### config.mk
export PLATFORM = sky130hd
export DESIGN_NAME = cpu_joypad_port
export DESIGN_NICKNAME = d
export VERILOG_FILES = /design/src/rtl/cpu_joypad_port.sv
export SDC_FILE = /design/constraint.sdc
export NUM_CORES = 1
export LEC_CHECK = 0
export CORE_MARGIN = 4
export CORE_UTILIZATION = 47
export DETAILED_ROUTE_END_ITERATION = 10
export GPL_ROUTABILITY_DRIVEN = 0
export HOLD_SLACK_MARGIN = 0.15
export PLACE_DENSITY = 0.86
export SYNTH_ARGS = -nofsm -noshare
export SYNTH_HDL_FRONTEND = slang
export SYNTH_SLANG_ARGS = --single-unit
### constraint.sdc
create_clock -name i_clk -period 2.45 [get_ports i_clk]
set_input_delay 0.49 -clock i_clk [delete_from_list [all_inputs] [get_ports i_clk]]
set_output_delay 0.49 -clock i_clk [all_outputs]
set_load 0.01 [all_outputs]
### src/rtl/cpu_joypad_port.sv
// NES controller port responder at $4016/$4017: a shared strobe latch plus two
// 8-bit button shift registers, each with a saturating read counter.
module cpu_joypad_port #(
    parameter logic [15:0] ADDR_PORT1  = 16'h4016,
    parameter logic [15:0] ADDR_PORT2  = 16'h4017,
    parameter logic [2:0]  OPEN_BUS_HI = 3'b010,
    parameter logic        FILL_BIT    = 1'b1
) (
    input  logic        i_clk,
    input  logic        i_reset,
    input  logic        i_clk_en,
    input  logic        i_rw,
    input  logic [15:0] i_address,
    input  logic [7:0]  i_data,
    input  logic [7:0]  i_buttons_1,
    input  logic [7:0]  i_buttons_2,
    output logic [7:0]  o_data,
    output logic        o_cs,
    output logic        o_strobe,
    output logic [3:0]  o_debug_count_1,
    output logic [3:0]  o_debug_count_2
);

    logic       strobe_q,  strobe_d;
    logic [7:0] shift_1_q, shift_1_d;
    logic [7:0] shift_2_q, shift_2_d;
    logic [3:0] count_1_q, count_1_d;
    logic [3:0] count_2_q, count_2_d;

    logic sel_1_s, sel_2_s, read_1_s, read_2_s;

    assign sel_1_s  = (i_address == ADDR_PORT1);
    assign sel_2_s  = (i_address == ADDR_PORT2);
    assign read_1_s = i_rw & sel_1_s;
    assign read_2_s = i_rw & sel_2_s;

    // Read data steering: the serial bit of the addressed port, zero otherwise.
    always_comb begin
        o_cs   = read_1_s | read_2_s;
        o_data = 8'h00;
        if (read_1_s) begin
            o_data = {OPEN_BUS_HI, 4'b0000, shift_1_q[0]};
        end else if (read_2_s) begin
            o_data = {OPEN_BUS_HI, 4'b0000, shift_2_q[0]};
        end else begin
            o_data = 8'h00;
        end
    end

    // Next state: load uses the registered strobe, so a write only takes effect next edge.
    always_comb begin
        strobe_d  = strobe_q;
        shift_1_d = shift_1_q;
        shift_2_d = shift_2_q;
        count_1_d = count_1_q;
        count_2_d = count_2_q;
        if (i_clk_en) begin
            if (!i_rw && sel_1_s) begin
                strobe_d = i_data[0];
            end else begin
                strobe_d = strobe_q;
            end
            if (strobe_q) begin
                shift_1_d = i_buttons_1;
                shift_2_d = i_buttons_2;
                count_1_d = 4'd0;
                count_2_d = 4'd0;
            end else begin
                if (read_1_s) begin
                    shift_1_d = {FILL_BIT, shift_1_q[7:1]};
                    count_1_d = (count_1_q == 4'd8) ? 4'd8 : count_1_q + 4'd1;
                end else begin
                    shift_1_d = shift_1_q;
                    count_1_d = count_1_q;
                end
                if (read_2_s) begin
                    shift_2_d = {FILL_BIT, shift_2_q[7:1]};
                    count_2_d = (count_2_q == 4'd8) ? 4'd8 : count_2_q + 4'd1;
                end else begin
                    shift_2_d = shift_2_q;
                    count_2_d = count_2_q;
                end
            end
        end else begin
            strobe_d = strobe_q;
        end
    end

    // State registers; reset wins over the clock enable.
    always_ff @(posedge i_clk) begin
        if (i_reset) begin
            strobe_q  <= 1'b0;
            shift_1_q <= 8'hFF;
            shift_2_q <= 8'hFF;
            count_1_q <= 4'd0;
            count_2_q <= 4'd0;
        end else begin
            strobe_q  <= strobe_d;
            shift_1_q <= shift_1_d;
            shift_2_q <= shift_2_d;
            count_1_q <= count_1_d;
            count_2_q <= count_2_d;
        end
    end

    assign o_strobe        = strobe_q;
    assign o_debug_count_1 = count_1_q;
    assign o_debug_count_2 = count_2_q;

endmodule

After elaboration in Yosys (flattened, before gate mapping) --
Index checks and enable logic that the tools add are counted.
Word-level totals: flip-flop bits (word level) 25, input bits 44, bits in latches 0, ROM bits 0, memories kept 0, bits in writable memories 0
Cells by class: shift-type cells 0, magnitude comparators 0, divide/modulo/power cells 0, bitwise operators 3, equal/unequal tests 4, add/sub/neg operators 2, multiply operators 0, reduce and logical (&&, ||, !) cells 7, mux-type cells 12
Operator list (number):
- equality test 16 x 15 -> 1 bit (second input constant) | 2
- two-way mux 8 bit | 4
- two-way mux 4 bit | 6
- two-way mux 7 bit | 2
- adder 4 x 1 -> 4 bit (second input constant) | 2
- equality test 4 bit (second input constant) | 2
- AND reduction 2 bit | 3
- nonzero test 2 bit | 2
- AND 1 bit | 2
- logical AND 1 bit | 1
- zero test 1 bit | 1
- OR 1 bit | 1

Depth between registers and ports, before layout --
Gate-level depths: netlist of the first run.
depth after elaboration 4, depth in mapped cells 6, gate-level depth less buffers 6

Worst setup path after synthesis of the first run --
OpenSTA, ideal clock, no wires.
path type input -> output, start point input i_address[13], end point output o_data[6], setup slack 547 ps, data arrival time 1413 ps, buffers on the path 1, stages on the path 3, cell sequence or4b_4 > nor2_1 > buf_4
On the way: word-level cells in the longest chain between the ends 4, elaborated cells between the ends (all ways) 6
RTL lines:
- start, declared | RTL line 13 | input logic [15:0] i_address,
- equality test 16 x 15 -> 1 bit | RTL line 33 | assign sel_2_s = (i_address == ADDR_PORT2);
- AND 1 bit | RTL line 35 | assign read_2_s = i_rw & sel_2_s;
- two-way mux 7 bit | RTL line 43 | end else if (read_2_s) begin
- two-way mux 7 bit * | RTL line 41 | if (read_1_s) begin
- end, declared | RTL line 17 | output logic [7:0] o_data,
Every way passes the cells marked *; elsewhere a longest branch is shown, timed or not.

Worst setup path after layout of the first run --
start point input i_rw, end point output o_cs
On the way: word-level cells in the longest chain between the ends 2, elaborated cells between the ends (all ways) 3
RTL lines:
- start, declared | RTL line 12 | input logic i_rw,
- AND 1 bit (on tied branches) | RTL line 34, 35
- OR 1 bit * | RTL line 39 | o_cs = read_1_s | read_2_s;
- end, declared | RTL line 18 | output logic o_cs,
Marked as above.

==> results of run 1 <==
## repair_timing
item                                    CTS  global route
buffers inserted                          0             1
gates resized for setup                   8             4
hold buffers                              0             0
endpoints found under the setup margin    3             3
pin swaps                                 0             0
hold endpoints to repair                  0             0
## state kept, by name, summed over array words and instances, names as in the netlist
| name | cells |
|---|---|
| o_strobe | 1 |
| shift_2_q | 8 |
| shift_1_q | 8 |
| o_debug_count_2 | 4 |
| o_debug_count_1 | 4 |
## worst min path at each step
stage	depth (start not counted)	startpoint	slack [ns]	endpoint
floorplan	2	shift_1_q[7]	0.48	shift_1_q[7]
global placement	1	o_debug_count_2[0]	0.48	o_debug_count_2[0]
detailed placement	1	o_debug_count_2[0]	0.49	o_debug_count_2[0]
CTS	1	o_debug_count_2[0]	0.52	o_debug_count_2[0]
global route	1	o_debug_count_2[0]	0.54	o_debug_count_2[0]
finish	1	o_debug_count_2[0]	0.51	o_debug_count_2[0]
## Yosys cell counts (all sizes together)
cell	instances
a211oi	15
a21o	1
a21oi	3
a311oi	1
a31oi	3
a41oi	1
and2	1
and3	1
and4	1
and4bb	1
buf	8
clkbuf	10
conb	1
dfxtp	25
ha	4
inv	7
mux2i	18
nand2	9
nand2b	4
nand3	7
nand3b	1
nand4	2
nor2	21
nor2b	14
nor3	4
nor4b	4
nor4bb	1
o211ai	2
o21ai	2
o2bb2ai	1
o311ai	3
or3	2
or4	1
or4b	2
## power by group through the flow
stage,Clock [mW],Combinational (mW),Sequential (mW)
2_1_floorplan,0,0.0361,0.415
4_1_cts,0.193,0.103,0.407
3_5_place_dp,0,0.102,0.415
3_3_place_gp,0,0.102,0.415
6_report,0.183,0.105,0.407
5_1_grt,0.209,0.113,0.407
## layout make-up
cell class                 count  area (um2)
inverter                       7        26.3
multi-input combinational    136         973
timing repair buffer          59         557
sequential                    25         500
fill                         280         965
tap                           44        55.1
clock buffer                   4        26.3
## routing by layer
layer	share of wire (%)	global-route usage, %
met1	45	20.4
met2	45	27.2
met3	8.8	3.08
met4	0.69	5.18
met5	0	0
## logic make-up (layout without fill, tap and decap cells)
family / Yosys count / in the layout / share of synthesized area, %
AO/OA/AOI/OAI: 32 / 32 / 15.6
adder cells (fa/ha/maj): 4 / 4 / 3.21
other: 1 / 6 / 0.240
flip-flops: 25 / 25 / 32.1
buffers and inverters: 25 / 70 / 7.78
AND/OR/NAND/NOR: 76 / 76 / 29.6
multiplexers: 18 / 18 / 11.5
## through the flow
step | cell area (um2) | setup slack, ns | util (%) | std cells
final | 2140 | 0.0671 | 68.9 | 275
after global routing | 2140 | -0.00163 | 68.9 | 275
after CTS | 2120 | 0.0269 | 68.3 | 274
after detailed placement | 2090 | -0.345 | 67.5 | 270
after global placement | 2090 | -0.345 | 67.5 | 270
after floorplan | 1580 | 0.547 | - | 186
==> impl_metrics.json, run 1 <==
{
  "status": "finished clean",
  "routed_wl_mm": 3.47,
  "synth_warnings": 0,
  "startpoint_type": "primary input",
  "layout.nets": 280,
  "drc": 0,
  "pwr-share-comb_pct": 15.1,
  "setup_viol": 0,
  "grt_pass1_vias": 1276,
  "core_mm2": 0.00310,
  "required_ns": 1.96,
  "max_stage_delay_ns": 0.51,
  "crit_type": "primary input to output port",
  "rows": 20,
  "drtIter0Drc": 68,
  "synthCells": 181,
  "hpwl_mm": 2.68,
  "grt_usage_pct": 16.1,
  "power_per_cell_area_mw_per_mm2": 325,
  "synth.area.top_cells": "dfxtp_1 32%, mux2i_1 12%, a211oi_1 7.2%",
  "initial_core_util_pct": 50.3,
  "cp_slowest_cell": "clkdlybuf4s50_1",
  "drv_slew": 0,
  "avgSynthCellArea_um2": 8.62,
  "yosys.area.top_type_share_pct": 32.1,
  "drive_gt1_share_pct": 10.8,
  "cp_num_cells": 4,
  "hold_viol": 0,
  "cp-endpoint": "o_cs",
  "power_mw": 0.694,
  "swShare_pct": 22.9,
  "h-tree-depth": 1,
  "io_buffers": 48,
  "clkSlewWorstSetupHoldPaths_ns": 0.13,
  "io_pins": 62,
  "worstReg2RegStart": "o_strobe",
  "crit_path_end_kind": "output port",
  "antenna_cells": 0,
  "synth_area_mm2": 0.00156,
  "critPathTopFamily": "buffers and inverters",
  "root_buffer": "clkbuf_4",
  "drtPass1Iterations": 5,
  "p_leak_nw": 0.852,
  "reg2reg_slack_ns": 0.91,
  "route.vias.total": 1456,
  "dieHeight_um": 65.6,
  "ant_nets": 0,
  "wl_per_cell_um": 12.6,
  "yosysUniqueCellTypes": 39,
  "critPathLaunch": "i_rw",
  "grt_max_degree": 35,
  "cell_internal_pwr_mw": 0.536,
  "dieWidth_um": 65.6,
  "syn_to_final_growth_pct": 37.0,
  "hp-class": "flip-flop to flip-flop",
  "drv_cap": 0,
  "clock_path_buffers": 2,
  "path_max_fanout": 3,
  "r2r_end": "o_debug_count_2[3]",
  "synth-seq-area-share_pct": 32.1,
  "fmax_mhz": 420,
  "p_switching_mw": 0.159,
  "pwr-share-seq_pct": 58.5,
  "layout_commonest_cell": "clkdlybuf4s50_1",
  "overflow": 0,
  "fin_skew_ns": 0.00449,
  "cts.sinks": 25,
  "clockPowerShare_pct": 26.4,
  "path_buf_inv": 2,
  "path_cells": "clkdlybuf4s50_1 -> or4b_4 -> nor2_2 -> clkdlybuf4s15_1",
  "post-route-min-period_ns": 2.38,
  "cts_tree": "done",
  "synth_seq_cells": 25,
  "numCtsBuffers": 3,
  "tns_ns": 0,
  "fin_crit_sh_pct": 97.3,
  "peakVddDrop_mv": 0.278,
  "clk_latency_ns": 0.31,
  "synth_top_cell_by_area": "dfxtp_1",
  "final_cell_mix": "44 x clkdlybuf4s50_1, 25 x dfxtp_1, 20 x nor2_1",
  "antenna_found_initial": 0,
  "worstPathArrival_ns": 1.89,
  "reg2reg_depth": 5,
  "grt_pass1_wl_mm": 5.55,
  "via_per_inst": 5.29,
  "dieArea_mm2": 0.00431,
  "fin_hold_ws_ns": 0.512
}
(Power assumes the default switching activity.)
==> run 2, diff against run 1 <==
Settings changed: CTS_CLUSTER_DIAMETER set to 30.
==> results of run 2 <==
Same layout as run 1: the final DEF is identical, and so are final timing and power.
==> run 3, diff against run 2 <==
Settings changed: RECOVER_POWER set to 25, SETUP_SLACK_MARGIN set to 0.2.
==> run 3 against run 2 <==
Final cell count is 1.1% higher. Utilization is 1.4 points higher. Clock-buffer cell count stayed put. Largest cell class unchanged. Largest power group unchanged.
==> impl_metrics.json, run 3 (same netlist as run 1, synthesis figures left out) <==
{
  "peakVddDrop_mv": 0.277,
  "numCtsBuffers": 3,
  "grt_pass1_wl_mm": 5.63,
  "required_ns": 1.96,
  "drv_cap": 0,
  "dieHeight_um": 65.6,
  "dr_wl_met2_mm": 1.67,
  "fin_hold_ws_ns": 0.513,
  "grt_max_degree": 35,
  "drc": 0,
  "swShare_pct": 23.1,
  "startpoint_type": "primary input",
  "clkSlewWorstSetupHoldPaths_ns": 0.13,
  "pre_cts_ws_ns": -0.345,
  "setup_slack_ns": 0.206,
  "cp_slowest_cell": "or4b_1",
  "crit_type": "primary input to output port",
  "root_buffer": "clkbuf_4",
  "routedLengthMet1_mm": 1.60,
  "overflow": 0,
  "hpwl_mm": 2.68,
  "p_switching_mw": 0.160,
  "fmax_mhz": 446,
  "pwr-share-seq_pct": 58.7,
  "cp_num_cells": 4,
  "max_stage_delay_ns": 0.66,
  "post-route-min-period_ns": 2.24,
  "placed_area_mm2": 0.00209,
  "reg_top3": "shift_1_q (8), shift_2_q (8)",
  "cts_tree": "done",
  "ant_nets": 0,
  "initial_core_util_pct": 50.3,
  "top_layer_used": "met4",
  "critPathTopFamily": "simple AND/OR/NAND/NOR gates",
  "path_cells": "dlygate4sd2_1 -> or4b_1 -> nor3_4 -> buf_2",
  "via_per_inst": 5.23,
  "path_max_fanout": 3,
  "antenna_found_initial": 0,
  "drtPass1Iterations": 4,
  "dieArea_mm2": 0.00431,
  "layout.nets": 283,
  "h-tree-depth": 1,
  "hold_viol": 0,
  "setup_viol": 0,
  "grt_usage_pct": 16.3,
  "reg2reg_depth": 5,
  "path_buf_inv": 2,
  "core_mm2": 0.00310,
  "fin_crit_sh_pct": 91.6,
  "final_cell_mix": "27 x clkdlybuf4s50_1, 25 x dfxtp_1, 20 x nor2_1",
  "drive_gt1_share_pct": 12.8,
  "power_per_cell_area_mw_per_mm2": 317,
  "pwr-share-comb_pct": 14.8,
  "drtIter0Drc": 38,
  "drv_slew": 0,
  "io_pins": 62,
  "cts.sinks": 25,
  "hp-class": "flip-flop to flip-flop",
  "clockPowerShare_pct": 26.4,
  "fin_skew_ns": 0.00358,
  "dieWidth_um": 65.6,
  "design_area_mm2": 0.00218,
  "route.vias.total": 1453,
  "wl_met3_um": 266,
  "cell_internal_pwr_mw": 0.532,
  "status": "finished clean",
  "clk_latency_ns": 0.31,
  "routed_wl_mm": 3.56,
  "worstPathArrival_ns": 1.75,
  "rsz0062_at_grt": "no",
  "fin_cells": 278,
  "clock_path_buffers": 2,
  "hold_depth": 1,
  "io_buffers": 48,
  "layout_commonest_cell": "clkdlybuf4s50_1",
  "dp.cells": 270,
  "wl_per_cell_um": 12.8,
  "grt_pass1_vias": 1289,
  "crit_path_end_kind": "output port",
  "p_leak_nw": 0.953,
  "syn_to_final_growth_pct": 39.8,
  "fillers": 269,
  "rows": 20,
  "antenna_cells": 0
}
run 3: cell count changes in the layout (fill, tap and decap cells not counted), sizes merged:
cell | previous run | this run
dlygate4sd2 | 1 | 5
dlygate4sd3 | 0 | 7
clkdlybuf4s50 | 44 | 27
buf | 12 | 17
clkdlybuf4s15 | 2 | 0
dlymetal6s2s | 0 | 6
run 3: what timing repair did:
item                                    in CTS  in global routing
hold buffers                                 0                  0
endpoints found under the setup margin       3                  3
gates resized for setup                     21                  9
buffers inserted                             3                  1
pin swaps                                    3                  5
run 3: per-stage QoR:
stage               power, mW  setup TNS, ns  util (%)
finish                  0.692              0      70.3
global route            0.727              0      70.3
CTS                     0.703              0      69.1
detailed placement      0.518         -0.969      67.5
global placement        0.517         -0.946      67.5
floorplan               0.452              0         -
run 3: layout make-up:
class / count / area [um2] / share of cell area [%]
Clock buffer: 4 / 26.3 / 1.20
Inverter: 7 / 26.3 / 1.20
Multi-Input combinational cell: 136 / 993 / 45.6
Sequential cell: 25 / 500 / 22.9
Tap cell: 44 / 55.1 / 2.52
Timing Repair Buffer: 62 / 579 / 26.6
run 3: per-layer routing:
layer  GRT usage [%]  vias up
li1                -      755
met1            20.7      653
met2            27.7       43
met3            3.08        2
met4            5.18        0
met5               0        -
run 3: worst paths after layout:
check / slack, ns / to / start
worst max-delay path: 0.21 / o_data[0] / i_address[13]
worst min-delay path: 0.51 / o_debug_count_2[0] / o_debug_count_2[0]
worst max register to register: 0.91 / o_debug_count_2[3] / o_strobe
worst min register to register: 0.51 / o_debug_count_2[0] / o_debug_count_2[0]
run 3: power by group through the flow:
stage | combinational (mW) | sequential [mW] | clock (mW)
4_1_cts | 0.103 | 0.407 | 0.193
2_1_floorplan | 0.0361 | 0.415 | 0
3_5_place_dp | 0.102 | 0.415 | 0
3_3_place_gp | 0.102 | 0.415 | 0
5_1_grt | 0.111 | 0.407 | 0.209
6_report | 0.103 | 0.407 | 0.183
